`src/rtl/fetch_pkg.sv`:
```
// fetch_pkg: shared types and constants for the instruction fetch unit
package fetch_pkg;
  typedef enum logic [2:0] {IDLE, REQ, WAIT, HOLD, HALT} state_t;
  localparam int PC_STEP = 4;
  localparam int OPCODE_MSB = 31;
  localparam int OPCODE_LSB = 22;
  localparam int BR_OFF_W = 19;
endpackage

```
`src/rtl/instr_fetch_unit_if.sv`:
```
// instr_fetch_unit_if: imem bus plus controller handshake of the fetch unit
interface instr_fetch_unit_if #(parameter int ADDR_W = 8);
  logic start;
  logic imem_req;
  logic [ADDR_W-1:0] imem_addr;
  logic [31:0] imem_rdata;
  logic imem_rvalid;
  logic [31:0] instruction;
  logic [9:0] opcode;
  logic instr_valid;
  logic instr_ready;
  logic branch;
  logic [18:0] branch_offset;
  logic [ADDR_W-1:0] pc;
  logic halted;
  modport master (
    input start, imem_rdata, imem_rvalid, instr_ready, branch, branch_offset,
    output imem_req, imem_addr, instruction, opcode, instr_valid, pc, halted
  );
  modport slave (
    output start, imem_rdata, imem_rvalid, instr_ready, branch, branch_offset,
    input imem_req, imem_addr, instruction, opcode, instr_valid, pc, halted
  );
endinterface

```
`src/rtl/fetch_pc_next.sv`:
```
// fetch_pc_next: sequential or branch-relative next PC, modulo 2^ADDR_W
module fetch_pc_next import fetch_pkg::*; #(
  parameter int ADDR_W = 8
) (
  input  logic [ADDR_W-1:0]   pc,
  input  logic                branch,
  input  logic [BR_OFF_W-1:0] branch_offset,
  output logic [ADDR_W-1:0]   pc_next
);
  logic [31:0] ofs;
  // word offset sign-extended and scaled to bytes; the cast truncates to ADDR_W
  assign ofs = {{(32 - BR_OFF_W - 2){branch_offset[BR_OFF_W-1]}}, branch_offset, 2'b00};
  assign pc_next = ADDR_W'(32'(pc) + (branch ? ofs : 32'(PC_STEP)));
endmodule

```
`src/rtl/instr_fetch_unit.sv`:
```
// instr_fetch_unit: fetches words from imem and hands them to the controller
module instr_fetch_unit import fetch_pkg::*; #(
  parameter int ADDR_W = 8,
  parameter logic [ADDR_W-1:0] RESET_PC = '0,
  parameter logic [31:0] HALT_WORD = 32'h0
) (
  input logic clk,
  input logic rst,
  instr_fetch_unit_if.master bus
);
  state_t state_q, state_d;
  logic [ADDR_W-1:0] pc_q, pc_d, pc_nxt;
  logic [31:0] instr_q, instr_d;
  fetch_pc_next #(.ADDR_W(ADDR_W)) u_pc_next (
    .pc(pc_q),
    .branch(bus.branch),
    .branch_offset(bus.branch_offset),
    .pc_next(pc_nxt)
  );
  always_ff @(posedge clk or posedge rst)
    if (rst) begin
      state_q <= IDLE;
      pc_q    <= RESET_PC;
      instr_q <= '0;
    end else begin
      state_q <= state_d;
      pc_q    <= pc_d;
      instr_q <= instr_d;
    end
  always_comb begin
    state_d = state_q;
    pc_d    = pc_q;
    instr_d = instr_q;
    case (state_q)
      IDLE: state_d = bus.start ? REQ : IDLE;
      REQ:  state_d = WAIT;
      WAIT:
        if (bus.imem_rvalid) begin
          instr_d = bus.imem_rdata;
          state_d = (bus.imem_rdata == HALT_WORD) ? HALT : HOLD;
        end
      HOLD:
        if (bus.instr_ready) begin
          pc_d    = pc_nxt;
          state_d = REQ;
        end
      HALT:    state_d = HALT;
      default: state_d = IDLE;
    endcase
  end
  assign bus.imem_req    = state_q == REQ;
  assign bus.imem_addr   = pc_q;
  assign bus.pc          = pc_q;
  assign bus.instruction = instr_q;
  assign bus.opcode      = instr_q[OPCODE_MSB:OPCODE_LSB];
  assign bus.instr_valid = state_q == HOLD;
  assign bus.halted      = state_q == HALT;
endmodule

```
`src/flat_wrapper.sv`:
```
// flat-port wrapper written by rule: the top's interface ports become plain ports
module instr_fetch_unit_flat import fetch_pkg::*;
#(
  parameter int ADDR_W = 8,
  parameter logic [ADDR_W-1:0] RESET_PC = '0,
  parameter logic [31:0] HALT_WORD = 32'h0
)
  (clk, rst, bus_start, bus_imem_rdata, bus_imem_rvalid, bus_instr_ready, bus_branch, bus_branch_offset, bus_imem_req, bus_imem_addr, bus_instruction, bus_opcode, bus_instr_valid, bus_pc, bus_halted);
  instr_fetch_unit_if #(.ADDR_W(ADDR_W)) bus_i ();
  input logic clk;
  input logic rst;
  input wire logic [$bits(bus_i.start)-1:0] bus_start;
  input wire logic [$bits(bus_i.imem_rdata)-1:0] bus_imem_rdata;
  input wire logic [$bits(bus_i.imem_rvalid)-1:0] bus_imem_rvalid;
  input wire logic [$bits(bus_i.instr_ready)-1:0] bus_instr_ready;
  input wire logic [$bits(bus_i.branch)-1:0] bus_branch;
  input wire logic [$bits(bus_i.branch_offset)-1:0] bus_branch_offset;
  output wire logic [$bits(bus_i.imem_req)-1:0] bus_imem_req;
  output wire logic [$bits(bus_i.imem_addr)-1:0] bus_imem_addr;
  output wire logic [$bits(bus_i.instruction)-1:0] bus_instruction;
  output wire logic [$bits(bus_i.opcode)-1:0] bus_opcode;
  output wire logic [$bits(bus_i.instr_valid)-1:0] bus_instr_valid;
  output wire logic [$bits(bus_i.pc)-1:0] bus_pc;
  output wire logic [$bits(bus_i.halted)-1:0] bus_halted;
  assign bus_i.start = bus_start;
  assign bus_i.imem_rdata = bus_imem_rdata;
  assign bus_i.imem_rvalid = bus_imem_rvalid;
  assign bus_i.instr_ready = bus_instr_ready;
  assign bus_i.branch = bus_branch;
  assign bus_i.branch_offset = bus_branch_offset;
  assign bus_imem_req = bus_i.imem_req;
  assign bus_imem_addr = bus_i.imem_addr;
  assign bus_instruction = bus_i.instruction;
  assign bus_opcode = bus_i.opcode;
  assign bus_instr_valid = bus_i.instr_valid;
  assign bus_pc = bus_i.pc;
  assign bus_halted = bus_i.halted;
  instr_fetch_unit #(.ADDR_W(ADDR_W), .RESET_PC(RESET_PC), .HALT_WORD(HALT_WORD)) u_core (.clk(clk), .rst(rst), .bus(bus_i));
endmodule
```
`config.mk`:
```
export PLATFORM = sky130hd
export DESIGN_NAME = instr_fetch_unit_flat
export DESIGN_NICKNAME = d
export VERILOG_FILES = /design/src/rtl/fetch_pkg.sv /design/src/rtl/instr_fetch_unit_if.sv /design/src/rtl/fetch_pc_next.sv /design/src/rtl/instr_fetch_unit.sv /design/src/flat_wrapper.sv
export SDC_FILE = /design/constraint.sdc
export NUM_CORES = 1
export LEC_CHECK = 0
export CAP_MARGIN = 5
export CORE_AREA = 4 4 80 82
export CTS_CLUSTER_DIAMETER = 150
export CTS_CLUSTER_SIZE = 28
export DETAILED_ROUTE_END_ITERATION = 12
export DIE_AREA = 0 0 84 86
export GPL_ROUTABILITY_DRIVEN = 0
export PLACE_DENSITY = 0.83
export SLEW_MARGIN = 15
export SYNTH_ARGS = -nofsm -noshare
export SYNTH_HDL_FRONTEND = slang
export SYNTH_SLANG_ARGS = --single-unit
```
`constraint.sdc`:
```
create_clock -name clk -period 5.2 [get_ports clk]
set_clock_uncertainty 0.1 [all_clocks]
set_input_delay 0.78 -clock clk [delete_from_list [all_inputs] [get_ports clk]]
set_output_delay 0.78 -clock clk [all_outputs]
set_load 0.005 [all_outputs]
```
== After elaboration in Yosys (flattened, before gate mapping) ==
Index checks and enable logic that the tools add are counted.
Widths: inputs -> output; s select.

* $add $sub $neg: 1
* Equal/unequal tests: 6
* Muxes and demuxes: 6
* Reductions and logical operators: 5

{| class="wikitable"
|+ Operators by type and width
! kind !! count
|-
| $logic_not 32->1 || 1
|-
| $pmux 3 s5 || 1
|-
| $mux 3 || 3
|-
| $add 8x8->8 || 1
|-
| $mux 8 || 1
|-
| $eq 3x2->1 const B || 2
|-
| $reduce_and 2->1 || 3
|-
| $ne 2x2->1 const B || 2
|-
| $eq 3x1->1 const B || 1
|-
| $eq 3x3->1 const B || 1
|-
| $logic_not 3->1 || 1
|-
| $mux 1 || 1
|}

* Bits in registers: 43
* Input bits: 57
* Output and inout bits: 61

== Longest topological paths before layout ==
Gate-level depths: netlist (run 1).

* Depth after elaboration: 4
* Gate-level depth with buffers: 7
* Mapped depth without buffers: 7

== Cells and area by module ==
From an unflattened synthesis (run 1), not the netlist that was laid out.

* Cell total of the unflattened synthesis: 164
* Area total of the unflattened synthesis: 2263.4 um^2

{| class="wikitable"
|+ Modules (own cells, without submodules)
! module !! times used !! cells an instance !! area an instance (um^2) !! seq. area each (um^2)
|-
| instr_fetch_unit || 1 || 132 || 1991.9 || 1076.0
|-
| fetch_pc_next || 1 || 32 || 271.5 || 0.0
|}

== Worst setup path after synthesis (run 1) ==
No wires, ideal clock.

* Path type: input-to-reg
* From: in bus_branch_offset[0]
* To: reg u_core.pc_q[6] (netlist: u_core.bus.imem_addr[6])
* Library setup time: 128 ps
* Arrival time: 2052 ps
* Path slack: 2920 ps
* Stages on the path: 7
* Cells stage by stage: nand2b_1 -> ha_1 -> fa_1 -> a21o_1 -> a21oi_1 -> xor2_1 -> o21ai_0

* Longest elaborated chain between the ends: 2

{| class="wikitable"
|+ Ends and longest elaborated chain
! item !! line !! text
|-
| from (decl) || flat_wrapper.sv:17 || <nowiki>input wire logic [$bits(bus_i.branch_offset)-1:0] bus_branch_offset;</nowiki>
|-
| $mux 8 || fetch_pc_next.sv:13 || <nowiki>assign pc_next = ADDR_W'(32'(pc) + (branch ? ofs : 32'(PC_STEP)));</nowiki>
|-
| $add 8x8->8 || fetch_pc_next.sv:13 ||
|-
| to (signal assigned) || instr_fetch_unit.sv:27 || <nowiki>pc_q <= pc_d;</nowiki>
|-
| to (decl) || instr_fetch_unit.sv:12 || <nowiki>logic [ADDR_W-1:0] pc_q, pc_d, pc_nxt;</nowiki>
|}

No other way between the ends.
A chain may end at the register's enable or synchronous reset.

== Final worst setup path (run 1) ==
* From: in bus_branch
* To: reg u_core.pc_q[6] (netlist: u_core.bus.imem_addr[6])

* Longest elaborated chain between the ends: 2

{| class="wikitable"
|+ Ends and longest elaborated chain
! item !! line !! text
|-
| from (decl) || flat_wrapper.sv:16 || <nowiki>input wire logic [$bits(bus_i.branch)-1:0] bus_branch;</nowiki>
|-
| $mux 8 || fetch_pc_next.sv:13 ||
|-
| $add 8x8->8 || fetch_pc_next.sv:13 ||
|}

No other way between the ends.

==> results of run 1 <==
## registers in the layout, indices dropped and copies added (netlist names)
| register | cells |
|---|---|
| u_core.bus.imem_addr | 6 |
| u_core.state_q | 3 |
| u_core.bus.instruction | 32 |
## cell families after synthesis
| kind of cell | synth area share (%) |
|---|---|
| simple gates | 11.3 |
| other cells | 0.184 |
| mux | 17.7 |
| buf+inv | 9.17 |
| fa+ha+maj | 4.06 |
| compound gates | 5.85 |
| flops | 50.5 |
| xor+xnor | 1.29 |
## worst max-delay path, delay by kind of cell
kind / cells / cell delay [ns]
xor gates and xnor gates: 1 / 0.17
buffers and inverters: 1 / 0.58
and+or+nand+nor: 1 / 0.09
adders and majority gates: 2 / 0.64
AOI/OAI and AO/OA: 3 / 0.47
## power groups by stage
stage,sequential [mW],combinational (mW),clock (mW)
final,0.583,0.789,0.252
after global routing,0.614,0.856,0.275
after CTS,0.587,0.808,0.262
after detailed placement,0.593,0.805,0
after global placement,0.583,0.784,0
after floorplan,0.589,0.350,0
## layout make-up
cell class,instances,area (um2)
Fill cell,526,2640
Sequential cell,41,1030
Timing Repair Buffer,102,1020
Multi-Input combinational cell,105,847
Tap cell,75,93.8
Clock buffer,6,72.6
Clock inverter,2,38.8
Inverter,3,11.3
## how the worst max path moves through the flow
| stage | to | start | depth (start not counted) |
|---|---|---|---|
| global route | u_core.bus.imem_addr[6] | bus_branch | 8 |
| global placement | u_core.bus.imem_addr[6] | bus_branch | 8 |
| CTS | u_core.bus.imem_addr[6] | bus_branch | 8 |
| floorplan | u_core.bus.imem_addr[6] | bus_branch_offset[0] | 7 |
| detailed placement | u_core.bus.imem_addr[6] | bus_branch | 8 |
| finish | u_core.bus.imem_addr[6] | bus_branch | 8 |
## metal layers
metal  up-vias  part of all wire, %
met4         0                 0.99
met5         -                    0
met3         5                  6.1
met2        56                   50
met1       740                   43
li1        756                    -
## per-stage QoR
stage / cells / setup slack (ns)
floorplan: 174 / 2.92
global placement: 326 / 2.27
detailed placement: 326 / 2.23
CTS: 334 / 2.53
global route: 334 / 2.42
finish: 334 / 2.53
## cell usage after synthesis (3+ instances only)
cell type	count
dfrtp_1	41
mux2_1	32
buf_4	20
nand2_1	12
nor4_1	8
nor2_1	6
and2_1	5
buf_2	5
ha_1	5
a21o_1	3
a21oi_1	3
o21ai_0	3
==> metrics.cfg, run 1 <==
[status]
outcome=finished clean

[global_routing]
grt_max_degree=42
met1_usage_pct=16.0
grt_pass1_wl_mm=7.85
gr-usage-met2_pct=23.6
met3_usage_pct=4.13
grt_overflow=0
track_usage_pct=13.4
busiest_layer=met2
antenna_found_initial=0
grt_pass1_vias=1606

[power_and_ir_drop]
p_int_mw=1.16
swShare_pct=28.8
pwr-share-seq_pct=35.9
p_sw_uw=467
p_leak_nw=1.30
clkPwrFrac_pct=15.5
ir_drop_v=0.000224
comb_power_share_pct=48.6
p_total_mw=1.62
p_per_area_nw_per_um2=523

[sta]
fin_crit_sh_pct=51.4
fin_setup_tns_ns=0
finalSetupViolCount=0
tightest_slew_ns=0.515
holdWs_ns=0.388
period_minus_slack_ns=2.67
rsz0062_at_grt=no
finalMaxSlewViolations=0
finalHoldViolCount=0
fmax_mhz=374
maxSlewHeadroom_pct=65.7

[synth]
synth_edf_count=0
synth-seq-cells=41
ys_async_sr_fraction_pct=100
avgSynthCellArea_um2=11.9
synth_flop_cell=dfrtp_1
synth_warnings=0
post_synth_main_area_contributors=dfrtp_1 (50%), mux2_1 (18%), buf_4 (7.4%), ha_1 (3.1%), nor4_1 (2.5%)
synthCells=171
synth_top_area_cell=dfrtp_1
synthDistinctLibCells=32
netlist_area_um2=2030
yosysSeqAreaShare_pct=50.5
synth_top_area_share_pct=50.5

[layout]
nets=321
final_util_pct=54.1
final_cell_mix=clkdlybuf4s50_1 (100), dfrtp_1 (41), mux2_1 (32), nand2_1 (12), nor4_1 (8)
area_delta_synth_final_pct=52.7
design_area_um2=3110
final_common_cell=clkdlybuf4s50_1
drive_gt1_share_pct=4.25
diodes=0

[clocking]
clockBufferDepth=2
htree_levels=2
path_clk_slew_ns=0.07
postCtsHoldBufs=0
cts_tree=built
numClockSinks=41
cts_resized=0
clk_latency_ns=0.29
cts-root-buf=clkbuf_8
post-cts-setup-buffer-count=0
cts_buffers=5

[die]
die_h_um=86
design.die.area_um2=7220
die_w_um=84
core_area_um2=5750
start_util_pct=35.4
pin_count=118
row_count=28

[hold_path]
worstHoldPathCells=1
hp-class=register to register
holdPathEnd=u_core.bus.instruction[21]
worstHoldStart=u_core.bus.instruction[21]

[detailed_routing]
vias=1557
drc=0
detail-route-antenna-nets=0
drtIter0Drc=40
drtPass1Iterations=4
routedWlPerCell_um=14.2
finalWirelength_mm=4.74
via_per_inst=4.66

[worst_setup_path]
critPathCaptureType=register
r2r-end=u_core.bus.imem_addr[7]
cp_data_required_time_ns=5.25
r2r_start=u_core.state_q[2]
r2r_cells=5
cp_cell_sequence=clkdlybuf4s50_1 -> nand2b_1 -> ha_1 -> fa_1 -> a21o_1 -> a21oi_1 -> xor2_1 -> o21ai_0
cp_slowest_cell=clkdlybuf4s50_1
cp_max_fo=7
arrival_ns=2.72
slowest_delay_ns=0.58
cp-start-kind=input port
r2r_slack_ns=3.06
timing_worst_setup_path_type=input port to register

[placement]
dpl_cell_area_um2=2990
dp_hpwl_mm=3.77
io_buffers=100

[run]
cap_viol_max_count=0

Note: power is estimated with default switching activity, not from simulation.
==> inputs of run 2 (changes only) <==
Settings changed: CORE_AREA 4 4 80 82 to 4 4 83 85, DIE_AREA 0 0 84 86 to 0 0 87 89, PLACE_DENSITY 0.83 to 0.81.
Clock period 5.2 ns to 2.2 ns, I/O delays scaled along.
==> run 2 against run 1 <==
Against the previous run: setup slack lost 2.4 ns; cell count grew 3.3%; clock power up 92%; non-clock buffer count rose by 9; count of clock-buffer cells in the layout is 1 lower; sequential power grew 140%; routed wire length increased by 6.7%; global-route usage up 0.23 points; first-iteration DRC count unchanged; flip-flop and latch count did not move; combinational power rose by 150%; core utilization is 3.0 points lower; largest power group unchanged.
==> metrics.cfg, run 2 (synthesis results as in run 1) <==
[power_and_ir_drop]
swShare_pct=30.1  ; was 28.8%
clkPwrFrac_pct=12.6  ; was 15.5%
p_leak_nw=1.35  ; was 1.30 nW
p_total_mw=3.83  ; was 1.62 mW
p_sw_mw=1.15  ; was 467 uW
comb_power_share_pct=51.0  ; was 48.6%
pwr-share-seq_pct=36.4  ; was 35.9%
p_per_area_nw_per_um2=1210  ; was 523 nW/um2
ir_drop_v=0.000461  ; was 0.000224 V
p_int_mw=2.68  ; was 1.16 mW

[layout]
final_common_cell=clkdlybuf4s50_1  ; unchanged
design_area_um2=3170  ; was 3110 um2
diodes=0  ; unchanged
area_delta_synth_final_pct=55.7  ; was 52.7%
nets=330  ; was 321
regArea_um2=1030  ; unchanged
final_util_pct=51.0  ; was 54.1%
drive_gt1_share_pct=7.84  ; was 4.25%
largest_register_ffs=32  ; unchanged
multi_input_area_um2=847  ; unchanged
final_cell_mix=clkdlybuf4s50_1 (99), dfrtp_1 (41), mux2_1 (32), nand2_1 (12), buf_4 (10)  ; was clkdlybuf4s50_1 (100), dfrtp_1 (41), mux2_1 (32), nand2_1 (12), nor4_1 (8)
fillers=538  ; was 526

[die]
core_area_um2=6200  ; was 5750 um2
start_util_pct=32.8  ; was 35.4%
pin_count=118  ; unchanged
row_count=29  ; was 28
die_w_um=87  ; was 84 um
die_h_um=89  ; was 86 um
design.die.area_um2=7740  ; was 7220 um2

[global_routing]
antenna_found_initial=0  ; unchanged
grt_overflow=0  ; unchanged
track_usage_pct=13.6  ; was 13.4%
grt_pass1_vias=1699  ; was 1,606
grt_pass1_wl_mm=8.15  ; was 7.85 mm
grt_max_degree=42  ; unchanged

[worst_setup_path]
crit_buf_inv=1  ; unchanged
cp_data_required_time_ns=1.77  ; was 5.25 ns
cp.depth=3  ; was 8
critPathCaptureType=output pin  ; was register
cp_slowest_cell=clkdlybuf4s50_1  ; unchanged
cp_cell_sequence=nor2_1 -> and2_1 -> clkdlybuf4s50_1  ; was clkdlybuf4s50_1 -> nand2b_1 -> ha_1 -> fa_1 -> a21o_1 -> a21oi_1 -> xor2_1 -> o21ai_0
r2r_cells=6  ; was 5
arrival_ns=1.63  ; was 2.72 ns
cp-start-kind=register  ; was input port
timing_worst_setup_path_type=register to output pin  ; was input port to register
slowest_delay_ns=0.52  ; was 0.58 ns
critPathTopFamily=buffers and inverters  ; was adder cells
cp_max_fo=7  ; unchanged

[detailed_routing]
via_per_inst=4.69  ; was 4.66
vias=1619  ; was 1,557
finalWirelength_mm=5.05  ; was 4.74 mm
drtIter0Drc=40  ; unchanged
drtPass1Iterations=4  ; unchanged
drc=0  ; unchanged
detail-route-antenna-nets=0  ; unchanged
routedWlPerCell_um=14.6  ; was 14.2 um

[status]
outcome=finished clean  ; unchanged

[sta]
tightest_slew_ns=0.523  ; was 0.515 ns
fin_crit_sh_pct=93.5
maxSlewHeadroom_pct=65.1  ; was 65.7%
finalSetupViolCount=0  ; unchanged
finalHoldViolCount=0  ; unchanged
fin_setup_tns_ns=0  ; unchanged
finalMaxSlewViolations=0  ; unchanged
period_minus_slack_ns=2.06
rsz0062_at_grt=no  ; unchanged
fmax_mhz=486

[clocking]
clk_latency_ns=0.29  ; about the same
clockBufferDepth=2  ; unchanged
cts_buffers=5  ; unchanged
numClockSinks=41  ; unchanged
cts-root-buf=clkbuf_8  ; unchanged
post-cts-setup-buffer-count=0  ; unchanged
cts_tree=built  ; unchanged
path_clk_slew_ns=0.08  ; was 0.07 ns
htree_levels=2  ; unchanged

[placement]
dp_hpwl_mm=3.98  ; was 3.77 mm
io_buffers=100  ; unchanged
dpl_cell_area_um2=3080  ; was 2990 um2

[hold_path]
hp-class=input port to async pin  ; was register to register

[run]
cap_viol_max_count=0  ; unchanged

-- run 2: changes by cell type in the layout (fill, tap and decap cells not counted), sizes merged --
cell	before	now
buf	2	11
bufinv	1	0
clkbuf	6	5
clkdlybuf4s50	100	99
clkinv	2	3
clkinvlp	0	1
dlymetal6s2s	0	1
-- run 2: routing by layer --
metal | share of wire (%) | vias to the layer above | wire length (um) | GRT usage (%)
met4 | 1.9 | 0 | 95 | 4.82
met1 | 39 | 770 | 1960 | 15.4
met3 | 7.0 | 10 | 353 | 3.96
li1 | - | 780 | - | -
met2 | 52 | 59 | 2650 | 24.4
met5 | 0 | - | 0 | 0
-- run 2: power groups by stage --
stage,Combinational (mW),Clock (mW),Sequential (mW)
2_1_floorplan,0.826,0,1.39
3_3_place_gp,1.93,0,1.38
3_5_place_dp,1.98,0,1.41
4_1_cts,1.99,0.506,1.40
5_1_grt,2.13,0.542,1.46
6_report,1.95,0.484,1.39
-- run 2: timing repair --
action	CTS	global route
hold buffers	0	0
endpoints found under the setup margin	0	1
gates resized for setup	0	1
-- run 2: worst paths after layout --
path,to,slack (ns),from
setup / recovery,bus_halted,0.14,u_core.state_q[0]
hold / removal,u_core.bus.instruction[14],0.37,rst
setup reg to reg,u_core.bus.imem_addr[6],0.30,u_core.bus.imem_addr[2]
hold reg to reg,u_core.bus.instruction[0],0.39,u_core.bus.instruction[0]
max in group asynchronous,u_core.bus.instruction[30],1.27,rst
min in group clk,u_core.bus.instruction[0],0.39,u_core.bus.instruction[0]
-- run 2: layout make-up --
class | count | area share [%]
Sequential cell | 41 | 32.4
Inverter | 3 | 0.356
Clock inverter | 3 | 0.553
Clock buffer | 5 | 2.17
Multi-Input combinational cell | 105 | 26.8
Tap cell | 77 | 3.04
Timing Repair Buffer | 111 | 34.7
-- run 2: through the flow --
| step | setup slack (ns) | std cells | hold slack [ns] |
|---|---|---|---|
| 6_report | 0.144 | 345 | 0.374 |
| 5_1_grt | 0.0141 | 345 | 0.402 |
| 4_1_cts | 0.0917 | 345 | 0.393 |
| 3_5_place_dp | -0.213 | 337 | 0.375 |
| 3_3_place_gp | -0.148 | 337 | 0.370 |
| 2_1_floorplan | 0.370 | 174 | 0.365 |
-- run 2: worst reg2reg max path, cell delays in order, from the launching register on --
cell and delay [ns]:
dfrtp_1 0.41, ha_1 0.25, fa_1 0.41, a21o_1 0.19
a21oi_1 0.16, xor2_1 0.16, o21ai_0 0.10
